**src/rtl/grant_decoder_3x8.sv**
```systemverilog
// Registered 3-to-8 grant decoder: one-hot D one edge after accept, held max(hold,1) cycles,
// then a GAP_CYCLES quiet gap; ready drops outside IDLE or when en is low, so valid simply waits.
module grant_decoder_3x8 #(
  parameter int HOLD_W     = 4,
  parameter int GAP_CYCLES = 1
) (
  input  logic              clk,
  input  logic              rst,
  input  logic              en,
  input  logic              valid,
  output logic              ready,
  input  logic [2:0]        code,
  input  logic [HOLD_W-1:0] hold,
  output logic [7:0]        D,
  output logic              busy,
  output logic              done
);

  localparam int GAP_W = (GAP_CYCLES > 0) ? $clog2(GAP_CYCLES + 1) : 1;
  localparam logic [GAP_W-1:0] GAP_LOAD = GAP_W'(GAP_CYCLES);

  typedef enum logic [1:0] {
    S_IDLE  = 2'd0,
    S_GRANT = 2'd1,
    S_GAP   = 2'd2
  } state_t;

  state_t            state;
  logic [HOLD_W-1:0] hold_cnt;
  logic [GAP_W-1:0]  gap_cnt;

  assign ready = en && (state == S_IDLE);

  always_ff @(posedge clk or posedge rst) begin
    if (rst) begin
      state    <= S_IDLE;
      D        <= 8'h00;
      busy     <= 1'b0;
      done     <= 1'b0;
      hold_cnt <= '0;
      gap_cnt  <= '0;
    end else begin
      done <= 1'b0;
      case (state)
        S_IDLE: begin
          if (valid && ready) begin
            D        <= 8'b0000_0001 << code;
            busy     <= 1'b1;
            hold_cnt <= (hold == '0) ? HOLD_W'(1) : hold;
            state    <= S_GRANT;
          end
        end

        S_GRANT: begin
          // Abort wins over a coinciding last cycle, so an aborted grant never pulses done.
          if (!en || hold_cnt == HOLD_W'(1)) begin
            D    <= 8'h00;
            done <= en;
            if (GAP_CYCLES > 0) begin
              gap_cnt <= GAP_LOAD;
              state   <= S_GAP;
            end else begin
              busy  <= 1'b0;
              state <= S_IDLE;
            end
          end else begin
            hold_cnt <= hold_cnt - 1'b1;
          end
        end

        S_GAP: begin
          if (gap_cnt <= GAP_W'(1)) begin
            busy  <= 1'b0;
            state <= S_IDLE;
          end else begin
            gap_cnt <= gap_cnt - 1'b1;
          end
        end

        default: begin
          D     <= 8'h00;
          busy  <= 1'b0;
          state <= S_IDLE;
        end
      endcase
    end
  end

endmodule

```
**config.mk**
```make
export PLATFORM = sky130hd
export DESIGN_NAME = grant_decoder_3x8
export DESIGN_NICKNAME = d
export VERILOG_FILES = /design/src/rtl/grant_decoder_3x8.sv
export SDC_FILE = /design/constraint.sdc
export NUM_CORES = 1
export LEC_CHECK = 0
export ABC_AREA = 1
export CORE_UTILIZATION = 51
export DETAILED_ROUTE_END_ITERATION = 10
export PLACE_DENSITY_LB_ADDON = 0.15
export SETUP_SLACK_MARGIN = 0.5
export SYNTH_ARGS = -nofsm -noshare
export SYNTH_HDL_FRONTEND = slang
export SYNTH_SLANG_ARGS = --single-unit
```
**constraint.sdc**
```tcl
create_clock -name clk -period 2.2 [get_ports clk]
set_input_delay 0.22 -clock clk [delete_from_list [all_inputs] [get_ports clk]]
set_output_delay 0.22 -clock clk [all_outputs]
set_load 0.02 [all_outputs]
```
==> impl_results.md, run 1 <==
- Synthesized area per cell: 8.76 µm²
- Status: finished with violations
- DRT iter0 DRCs: 20
- Top_reg_cell synth: dfrtp_1
- Tightest Hold Check Type: input pin to async pin
- Clock Skews: 0.00285 ns
- Vias/cell: 5.24
- GRT busiest layer: met2
- Post-DP HPWL: ~1.3 mm
- Data arrival, critical path: 1.34 ns
- Final Hold Fails: 0
- Met3 usage: 0.0417
- Final period utilization: 0.710
- RSZ-0062 raised after global routing: false
- DIE WIDTH: ~44 µm
- Critical Path, Cell by Cell: clkdlybuf4s50_1 -> inv_1 -> nor3_1 -> dlygate4sd2_1
- Sw Ratio: 0.415
- Max-slew headroom: 0.591
- Worst-path clk slew: around 0.090 ns
- Crit Path Category: input pin to output port
- Row cnt: 14
- Top cells by area, synth: dfrtp_1 45%, nand2_1 9.7%, o21ai_2 7.8%
- Vias in the first global route: 736
- Tmin final: 1.56 ns
- Antenna Nets Post-Route: 0
- Crit start category: input pin
- Yosys top cell area share: 0.448
- First-pass GRT wire length: ~2.9 mm
- Finish-stage setup viols: 0
- I/O Buffers: 21
- Detailed Route WL: ~1.7 mm
- Sw power: 0.456 mW
- Max clock buf depth: 2
- Clk pwr share: 0.135
- # IOs: 22
- DRT Pass-1 Iters: 10
- Area leader, netlist: dfrtp_1
- Clock sink count: 16
- Met1 GRT Util: 0.255
- Worst-path maximum fanout: 3
- Total of max-cap violations: 0
- Initial Util: 0.567
- Yosys cell types: 17
- Hold-fix buffers at CTS: 0
- Pins Over Slew Limit: 0
- Die H: 43.9 µm
- Ys Warns: 0
- Area Overhead vs Synth: 25.9%
- Crit end category: output port
- Root buffer cell: clkbuf_4
- Worst Max-Slew Pin Slew: slightly above 0.6 ns
- Finished Cell Area: 0.00112 mm²
- CTS Buf Count: 3
- Cell area after placement: between 0.001 and 0.0015 mm²
- CP max-delay cell: clkdlybuf4s50_1
- Register area share after synthesis: 0.448
- Share of layout cells above drive strength 1: 0.184
- Core area: 0.00158 mm²
- Ant diodes: 0
- Total Neg Setup Slack: 0 ns
- Net Count, Synth: 115
- GR Overflow Total: 0
- CTS H-tree depth: 1
- Met2 Use GR: 0.340
- Worst endpoint required time: 1.98 ns
- Overall Global Routing Usage: 0.202
- Capturing point of the worst reg2reg path: D[6]
- Sequential share of power: 0.404
- CTS tree: yes
- Post-synth EDFFs: 0
- Most common library cells after synthesis: 23 x nand2_1, 16 x dfrtp_1, 13 x inv_1
- Nets@finish: 140
- Setup slack, reg-to-reg: around 0.86 ns
- Worst skew pair latency: about 0.27 ns
- Count leader, synth: nand2_1
- Post-Synthesis Cells: 102
- Power Dens Cells: 976 mW/mm²
- Static leakage: 0.539 nW
- DRC: 2
- Die area: 0.00192 mm²
- RePlAce Congestion: 0.842
- Synth async-reset ratio: 1.00
- VDD IR max: about 0.92 mV
- Worst Reg-to-Reg Cells: 6
- Slowest stage delay, CP: 0.54 ns
- Largest net degree at the start of global routing: 17
- Internal power: 0.642 mW
- F_max: 640 MHz
- Drt wl/cell: 11.9 µm
- Mapped cell area: 893 µm²
- Failing checks: DRC
- DR vias: 739
- FF+latch count, synth: 16
- RR Startpoint: state[0]
- Antenna violations before repair: 0
- Combinational power share: 0.460
- Final Core Density: 0.713
==> through the flow <==
stage / hold WS [ns] / cells / setup WS [ns] / total power [mW]
6_report: 0.309 / 141 / 0.637 / 1.10
5_1_grt: 0.395 / 141 / 0.551 / 1.18
4_1_cts: 0.326 / 141 / 0.617 / 1.11
3_5_place_dp: 0.468 / 138 / 0.332 / 0.960
3_3_place_gp: 0.466 / 138 / 0.349 / 0.938
2_1_floorplan: 0.134 / 102 / 0.954 / 0.814
==> power by group through the flow <==
stage,Clock (mW),Sequential (mW),Combinational [mW]
floorplan,0,0.482,0.332
finish,0.149,0.444,0.506
detailed placement,0,0.449,0.511
global route,0.165,0.454,0.557
global placement,0,0.447,0.491
CTS,0.155,0.443,0.508
==> worst max path at each step <==
stage / startpoint / end / slack, ns / cells after the start
4_1_cts: en / ready / 0.62 / 4
5_1_grt: en / ready / 0.55 / 4
3_3_place_gp: en / ready / 0.35 / 4
6_report: en / ready / 0.64 / 4
2_1_floorplan: state[0] / D[0] / 0.95 / 7
3_5_place_dp: en / ready / 0.33 / 4
==> kinds of logic (layout without fill, tap and decap cells) <==
kind of cell | Yosys count | in the layout | share of synthesized area
AOI/OAI and AO/OA | 12 | 12 | 0.101
xor gates and xnor gates | 1 | 1 | 0.00981
adders and majority gates | 2 | 2 | 0.0280
buffers and inverters | 14 | 37 | 0.0770
DFF | 16 | 16 | 0.448
and+or+nand+nor | 57 | 57 | 0.336
==> sequential cells by signal, summed over array words and instances, names as in the netlist <==
signal and flops:
done 1, hold_cnt 4, busy 1, D 8
state 2
==> layout by cell type (no fill, tap or decap) <==
master / Yosys / final
dfrtp_1: 16 / 16
o21ai_0: 3 / 3
inv_1: 13 / 13
clkbuf_4: 0 / 3
nor3_1: 2 / 2
nor2_1: 7 / 7
nand2_2: 6 / 6
nand3_4: 1 / 1
a21oi_1: 1 / 1
or2_0: 1 / 1
dlygate4sd2_1: 0 / 1
clkdlybuf4s50_1: 0 / 20
ha_1: 2 / 2
xnor2_1: 1 / 1
nand2_4: 3 / 3
o21ai_2: 8 / 8
nand3_1: 12 / 12
nor2_4: 2 / 2
nand2_1: 23 / 23
==> repair_timing <==
action | CTS | global route
buffers inserted | 0 | 0
endpoints found under the setup margin | 1 | 0
gates resized for setup | 1 | 0
==> worst max-delay path, delay by kind of cell <==
family,cells,cell delay (ns)
buffers and inverters,3,1.00
AND/OR/NAND/NOR,1,0.12
==> area by class of cell <==
cell class                      count  area (µm²)
Sequential cell                    16         400
Tap cell                           16        20.0
Inverter                           13        48.8
Timing Repair Buffer               21         209
Multi-Input combinational cell     72         424
Clock buffer                        3        22.5
Fill cell                         134         452
==> metal layers <==
layer  vias up  wire length [µm]
met5         -                 0
met4         0                13
met3         2                91
met2        20               901
met1       349               665
li1        368                 -
(Power assumes the default switching activity.)
==> run 2: changes to the inputs <==
CORE_UTILIZATION = 47   (was 51)
clock period = 1.6 ns   (was 2.2 ns; I/O delays follow)
==> impl_results.md, run 2 (synthesis results as in run 1) <==
- Static leakage: 0.630 nW (was 0.539 nW)
- Worst Setup Slack, final: 0.380 ns (was 0.637 ns)
- GR Overflow Total: 0 (unchanged)
- Critical path's top delay family: flip-flops (was buffers and inverters)
- Clock Skews: 0.00132 ns (was 0.00285 ns)
- Root buffer cell: clkbuf_4 (unchanged)
- Wl on met1: 772 µm (was 665 µm)
- Most frequent cells in the layout: 18 x nand2_1, 14 x dfrtp_1, 11 x nand3_1 (was 23 x nand2_1, 20 x clkdlybuf4s50_1, 16 x dfrtp_1, 13 x inv_1, 12 x nand3_1)
- Tightest Hold Check Type: input pin to async pin (unchanged)
- Nets@finish: 151 (was 140)
- Row cnt: 15 (was 14)
- DRC: 0 (was 2)
- Bufs and invs on worst path: 1 (was 3)
- First-pass GRT wire length: 2.84 mm (was 2.90 mm)
- Setup slack, reg-to-reg: 0.38 ns (was 0.86 ns)
- Data arrival, critical path: 1.06 ns (was 1.34 ns)
- CTS tree: yes (unchanged)
- Cell area after placement: 0.00114 mm² (was 0.00110 mm²)
- Capturing point of the worst reg2reg path: D[4] (was D[6])
- Total of max-cap violations: 0 (unchanged)
- RePlAce Congestion: 0.804 (was 0.842)
- Largest net degree at the start of global routing: 17 (unchanged)
- Commonest non-fill, non-tap cell in the layout: nand2_1 (unchanged)
- DRT Pass-1 Iters: 4 (was 10)
- Core area: 0.00175 mm² (was 0.00158 mm²)
- CTS H-tree depth: 1 (unchanged)
- Detailed Route WL: 1.92 mm (was 1.67 mm)
- Power Dens Cells: 1330 mW/mm² (was 976 mW/mm²)
- Post-DP HPWL: 1.22 mm (was 1.29 mm)
- Crit Path Category: flip-flop to output port (was input pin to output port)
- Finish-stage setup viols: 0 (unchanged)
- Area Overhead vs Synth: 43.0% (was 25.9%)
- Max reg flops: 8 (unchanged)
- CP max-delay cell: dfrtp_2 (was clkdlybuf4s50_1)
- Worst hold margin: 0.181 ns (was 0.309 ns)
- Finished Cell Area: 0.00128 mm² (was 0.00112 mm²)
- Overall Global Routing Usage: 0.197 (was 0.202)
- Fillers: 132 (was 134)
- Worst-path maximum fanout: 3 (unchanged)
- Clock sink count: 16 (unchanged)
- Final period utilization: 0.763
- Status: complete, no violations (was finished with violations)
- Top Layer Used: met4 (unchanged)
- DP Cell Count: 150 (was 138)
- Antenna Nets Post-Route: 0 (unchanged)
- Largest register by flop count: D (unchanged)
- # IOs: 22 (unchanged)
- Max clock buf depth: 2 (unchanged)
- Crit end category: output port (unchanged)
- Worst endpoint required time: 1.44 ns (was 1.98 ns)
- RSZ-0062 raised after global routing: true (was false)
- Tmin final: around 1.2 ns
- Total power: 1.70 mW (was 1.10 mW)
- F_max: 820 MHz
- Initial Util: 0.512 (was 0.567)
- Largest regs: D: 8 flops, hold_cnt: 4 flops, state: 2 flops (unchanged)
- Met2 wire len: 1.03 mm (was 901 µm)
- Vias/cell: 5.01 (was 5.24)
- VDD IR max: 0.820 mV (was 0.919 mV)
- Critical Path, Cell by Cell: nor3_2 -> buf_4 (was clkdlybuf4s50_1 -> inv_1 -> nor3_1 -> dlygate4sd2_1)
- Share of layout cells above drive strength 1: 0.434 (was 0.184)
- Die H: 45.6 µm (was 43.9 µm)
- DR vias: 806 (was 739)
- Drt wl/cell: 11.9 µm (about the same)
- DIE WIDTH: 45.6 µm (was 43.9 µm)
- Ant diodes: 0 (unchanged)
- Slowest stage delay, CP: 0.45 ns (was 0.54 ns)
- Worst Reg-to-Reg Cells: 6 (unchanged)
- Max-slew headroom: 0.857 (was 0.591)
- Worst Max-Slew Pin Slew: 0.214 ns (was 0.612 ns)
- Worst skew pair latency: 0.28 ns (was 0.27 ns)
- Worst-path clk slew: 0.09 ns (about the same)
- Vias in the first global route: 686 (was 736)
- Final Hold Fails: 0 (unchanged)
- CTS Buf Count: 3 (unchanged)
- Die area: 0.00208 mm² (was 0.00192 mm²)
- I/O Buffers: 21 (unchanged)
- DRT iter0 DRCs: 11 (was 20)
- Pins Over Slew Limit: 0 (unchanged)
- Antenna violations before repair: 0 (unchanged)
- Metal3 WL: 96 µm (was 91 µm)
- Final cell count without fillers: 161 (was 141)
- RR Startpoint: state[0] (unchanged)
- Crit start category: flip-flop (was input pin)
- Place WS: -0.0394 ns (was 0.332 ns)
run 2: cell count changes in the layout (fill, tap and decap cells not counted), sizes merged:
| cell | delta |
|---|---|
| buf | +19 |
| clkdlybuf4s50 | -10 |
| clkdlybuf4s15 | +2 |
| dlygate4sd2 | -1 |
| nand2 | +1 |
run 2: per-layer routing:
| layer | vias up | track usage |
|---|---|---|
| li1 | 397 | - |
| met1 | 380 | 0.232 |
| met2 | 25 | 0.343 |
| met3 | 4 | 0.0357 |
| met4 | 0 | 0.0909 |
| met5 | - | 0 |
run 2: what timing repair did:
item | CTS | global route
setup endpoints to repair | 24 | 18
gates cloned | 1 | 0
pin swaps | 5 | 4
gates resized for setup | 48 | 19
hold buffers | 0 | 0
setup buffers | 4 | 3
run 2: stage by stage:
step | util | TNS, ns
2_1_floorplan | - | 0
3_3_place_gp | 0.652 | 0
3_5_place_dp | 0.652 | -0.0394
4_1_cts | 0.697 | 0
5_1_grt | 0.732 | 0
6_report | 0.732 | 0
run 2: power breakdown:
part           total, mW  internal [mW]  switching, mW
clock              0.207         0.0874          0.119
combinational      0.862          0.354          0.509
sequential         0.630          0.516          0.114
total               1.70          0.957          0.742
run 2: area by class of cell:
cell class	instances	area (µm²)	share of cell area
well taps	25	31.3	0.0245
repair buffers	31	258	0.202
inverters	13	48.8	0.0382
flip-flops and latches	16	403	0.315
multi-input cells	73	514	0.403
clock buffers	3	22.5	0.0176
run 2: worst min-delay path, cell delays in order:
cell and delay (ns):
clkdlybuf4s50_1 0.40, inv_1 0.05, buf_4 0.23
run 2: worst max-delay path by stage:
stage                         from     to  slack (ns)  cells after the start
after floorplan           state[0]   D[0]        0.38                      7
final                     state[1]  ready        0.38                      2
after CTS                 state[1]  ready        0.37                      2
after detailed placement        en  ready       -0.04                      4
after global placement          en  ready        0.02                      4
after global routing      state[0]   D[4]        0.30                      6
==> edit 1: new RTL, flow settings as in run 2 <==
Re-encode `state_t` (3 states) as one-hot, 3 bits wide.
--- a/src/rtl/grant_decoder_3x8.sv
+++ b/src/rtl/grant_decoder_3x8.sv
@@ -20,8 +20,8 @@
   localparam logic [GAP_W-1:0] GAP_LOAD = GAP_W'(GAP_CYCLES);
 
-  typedef enum logic [1:0] {
-    S_IDLE  = 2'd0,
-    S_GRANT = 2'd1,
-    S_GAP   = 2'd2
+  typedef enum logic [2:0] {
+    S_IDLE  = 3'b001,
+    S_GRANT = 3'b010,
+    S_GAP   = 3'b100
   } state_t;
 
Check against the original RTL: same outputs for any inputs over 10 cycles, from zero or initial values and one cycle with rst high; not proved beyond that.
==> edit 1 against run 2 <==
Clock power increased by 10%; area after synthesis increased by 9.2%; critical path type is now reg2reg; routed wire length is 39% higher; first-iteration DRC count grew to 2.9 times the old value; sequential cell count increased by 1; utilization rose by 1.4 points; synthesized cell count rose by 21%; worst setup slack got worse by 160 ps; global-route usage is 1.5 points higher; non-clock buffer count rose by 10; power up 19%; final cell count increased by 20%; final area is 14% higher.
==> edit 1: results (changes against run 2) <==
- Status: completed
- Post-synthesis compound-gate area fraction: 0.0397 (-0.0611)
- Setup Skew: 10.8 ps (+9.49 ps)
- Placed inst area: 1250 um^2 (+10%)
- Layout cell share with drive strength beyond 1: 0.377 (-0.0566)
- Syn_nets: 136 (+18%)
- Post-synth top cells: nand2_1 (38), dfrtp_1 (16), nand3_1 (12), nor2_1 (12), inv_1 (10)
- Crit path arrival time: 1560 ps (+500 ps)
- Peak VDD IR: 0.000928 V (+13%)
- Vias per cell: 5.14 (+2.8%)
- Leak: 0.759 nW (+20%)
- Area contributors post-synth: dfrtp_1 (41%), nand2_1 (15%), nand3_1 (6.2%)
- Met3 usage: 0.0717 (+0.0360)
- Layout Nets: 181 (+20%)
- Xor-xnor portion of the synthesized cell area: 0.00897 (-0.000830)
- # fillers: 162 (+23%)
- DP Worst Slack: 18.0 ps (+57.5 ps)
- GP Congestion: 0.809 (+0.63%)
- Hpwl dp: 1.43 mm (+17%)
- Max Fanout on Critical Path: 8 (+5)
- DR iter-0 viols: 32 (+21)
- Worst slew pin tran: 242 ps (+27.6 ps)
- Slowest stage delay, CP: 580 ps (+130 ps)
- Library cells used by synthesis: 21 (+4)
- Slowest CP cell: dfstp_2
- GRT Overall Usage: 0.212 (+0.0148)
- GR Layer Usage met1: 0.283 (+0.0509)
- Post-synthesis sequential area ratio: 0.437 (-0.0110)
- Routed WL: 2.66 mm (+39%)
- Largest net degree at the start of global routing: 18 (+1)
edit 1: layout make-up:
cell class                      instances  area share
Tap cell                               27      0.0231
Multi-Input combinational cell         91       0.400
Timing Repair Buffer                   41       0.227
Inverter                               14      0.0393
Clock buffer                            4      0.0180
Sequential cell                        17       0.293
edit 1: cells by family after synthesis:
family	after synthesis
AND/OR/NAND/NOR	80
AO/OA/AOI/OAI	7
buffers and inverters	16
flip-flops	17
XOR/XNOR	1
adder cells (fa/ha/maj)	2
edit 1: final timing paths:
path	to	cells after the start	slack, ps	from
max in group asynchronous	state[0]	3	1180	rst
setup / recovery	D[1]	6	220	state[0]
hold / removal	D[7]	3	170	rst
hold reg to reg	D[0]	2	480	D[0]
min in group clk	D[0]	2	480	D[0]
setup reg to reg	D[1]	6	220	state[0]
edit 1: per-layer routing:
metal,part of all wire,wire (um)
met1,0.42,1130
met2,0.51,1370
met3,0.051,135
met4,0.012,31
met5,0,0
edit 1: what timing repair did:
action,CTS,global route
endpoints found under the setup margin,25,21
cloned,1,0
pin swaps,3,6
hold buffers,0,0
gates resized for setup,47,24
setup buffers,4,11
edit 1: metrics by stage:
step | cells | utilization | power [mW]
finish | 194 | 0.746 | 2.02
global route | 194 | 0.746 | 2.15
floorplan | 123 | - | 1.24
CTS | 183 | 0.677 | 1.82
global placement | 174 | 0.638 | 1.49
detailed placement | 174 | 0.638 | 1.51
edit 1: worst reg2reg max path, cell delays in order (launching register included):
cell	delay, ps
dfstp_2	580
nand2_1	90
nor2_4	140
o21ai_4	100
buf_4	170
nand4_1	110
nand2_1	70
edit 1: power groups by stage:
stage | clock (mW) | sequential [mW] | combinational (mW)
final | 0.228 | 0.659 | 1.13
after global routing | 0.259 | 0.672 | 1.22
after CTS | 0.238 | 0.652 | 0.926
after detailed placement | 0 | 0.660 | 0.853
after global placement | 0 | 0.658 | 0.833
after floorplan | 0 | 0.713 | 0.527
==> edit 2: new RTL, settings of run 2 <==
Without the edit above. `HOLD_W`: 4 -> 3.
--- a/src/rtl/grant_decoder_3x8.sv
+++ b/src/rtl/grant_decoder_3x8.sv
@@ -2,5 +2,5 @@
 // then a GAP_CYCLES quiet gap; ready drops outside IDLE or when en is low, so valid simply waits.
 module grant_decoder_3x8 #(
-  parameter int HOLD_W     = 4,
+  parameter int HOLD_W     = 3,
   parameter int GAP_CYCLES = 1
 ) (
Interface: changed (resized hold); port bits go from 22 to 21. The function was not compared with the original's and may differ.
==> edit 2 against run 2 <==
Die area down 12%; power decreased by 4.2%; routed wire length shrank 4.2%; sequential share of layout area is 1.1 points higher; clock skew increased by 1.9 ps; sequential cell count decreased by 1; maximum frequency grew 0.24%; area after synthesis is 13% lower; clock power up 9%; worst setup slack improved by 2.9 ps; count of clock-buffer cells in the layout up 1; final area decreased by 9.7%; largest power group unchanged.
==> edit 2: results (changes against run 2) <==
- Post-synth top cells: nand2_1 (37), dfrtp_1 (15), nand3_1 (12), nor2_1 (9), inv_1 (8)
- Wl on met1: 874 um (+13%)
- Routed WL: 1.84 mm (-4.2%)
- DR iter-0 viols: 19 (+8)
- Worst Setup Slack, final: 383 ps (+2.91 ps)
- Layout Nets: 144 (-4.6%)
- Vias in the first global route: 685 (-0.15%)
- Largest regs: D (8), hold_cnt (3), state (2)
- Met2 wire len: 870 um (-15%)
- Slowest stage delay, CP: 430 ps (-20 ps)
- Initial antenna violation count: 0 (unchanged)
- GR Layer Usage met1: 0.266 (+0.0340)
- Layout cell share with drive strength beyond 1: 0.389 (-0.0445)
- Post-synthesis sequential area ratio: 0.482 (+0.0334)
- Met3 routed WL: 62 um (-35%)
- Peak VDD IR: 0.000919 V (+12%)
- Slowest CP cell: dfrtp_1
- Worst slew pin tran: 595 ps (+381 ps)
- First-pass GRT wire length: 2.92 mm (+2.7%)
- Hpwl dp: 1.14 mm (-7.0%)
- Port buffer count: 20 (-4.8%)
- Max Fanout on Critical Path: 8 (+5)
- GP Congestion: 0.797 (-0.86%)
- Leak: 0.607 nW (-3.7%)
- Largest net degree at the start of global routing: 16 (-1)
- DP Worst Slack: -17.6 ps (+21.8 ps)
- GRT Overall Usage: 0.215 (+0.0183)
- Syn_nets: 112 (-2.6%)
- Area contributors post-synth: dfrtp_1 (48%), nand2_1 (18%), nand3_1 (7.7%)
- Crit path arrival time: 1400 ps (+340 ps)
- Vias per cell: 5.05 (+0.83%)
- Status: completed
- Placed inst area: 1030 um^2 (-9.1%)
==> edit 2: cells by family after synthesis <==
group | count (synthesis) | synth area share
and+or+nand+nor | 68 | 0.398
DFF | 15 | 0.482
buffers and inverters | 11 | 0.0626
AOI/OAI and AO/OA | 4 | 0.0257
adders and majority gates | 2 | 0.0321
==> edit 2: area by class of cell <==
type	count	area, um^2
tap	16	20.0
fill	105	370
inverter	10	40.0
sequential	15	377
timing repair buffer	26	203
multi-input combinational	76	488
clock buffer	4	26.3
==> edit 2: power by group <==
part	internal (mW)	switching [mW]	total [mW]
Combinational	0.339	0.501	0.839
Clock	0.0971	0.129	0.226
Sequential	0.486	0.0758	0.562
==> edit 2: through the flow <==
stage | std cells | hold slack, ps | power (mW) | utilization
global placement | 137 | 467 | 1.24 | 0.678
floorplan | 100 | 61.5 | 1.02 | -
detailed placement | 137 | 478 | 1.27 | 0.678
CTS | 145 | 246 | 1.56 | 0.745
global route | 147 | 271 | 1.73 | 0.757
finish | 147 | 227 | 1.63 | 0.757
==> edit 2: worst max-delay path, delay by kind of cell (launching register included) <==
family,cells,cell delay (ps)
adders and majority gates,1,180
DFF,1,430
and+or+nand+nor,6,500
==> edit 2: worst paths after layout <==
check	startpoint	endpoint	slack [ps]	depth (start not counted)
max	hold_cnt[0]	D[1]	380	7
min	rst	done	230	2
min reg2reg	busy	busy	500	2
min in group clk	busy	busy	500	2
max in group asynchronous	rst	state[1]	950	2
max reg2reg	hold_cnt[0]	D[1]	380	7
==> edit 2: repair_timing <==
item	in CTS	in global routing
hold buffers	0	0
pin swaps	6	8
setup buffers	2	2
gates resized for setup	46	23
gates cloned	2	0
endpoints found under the setup margin	24	23
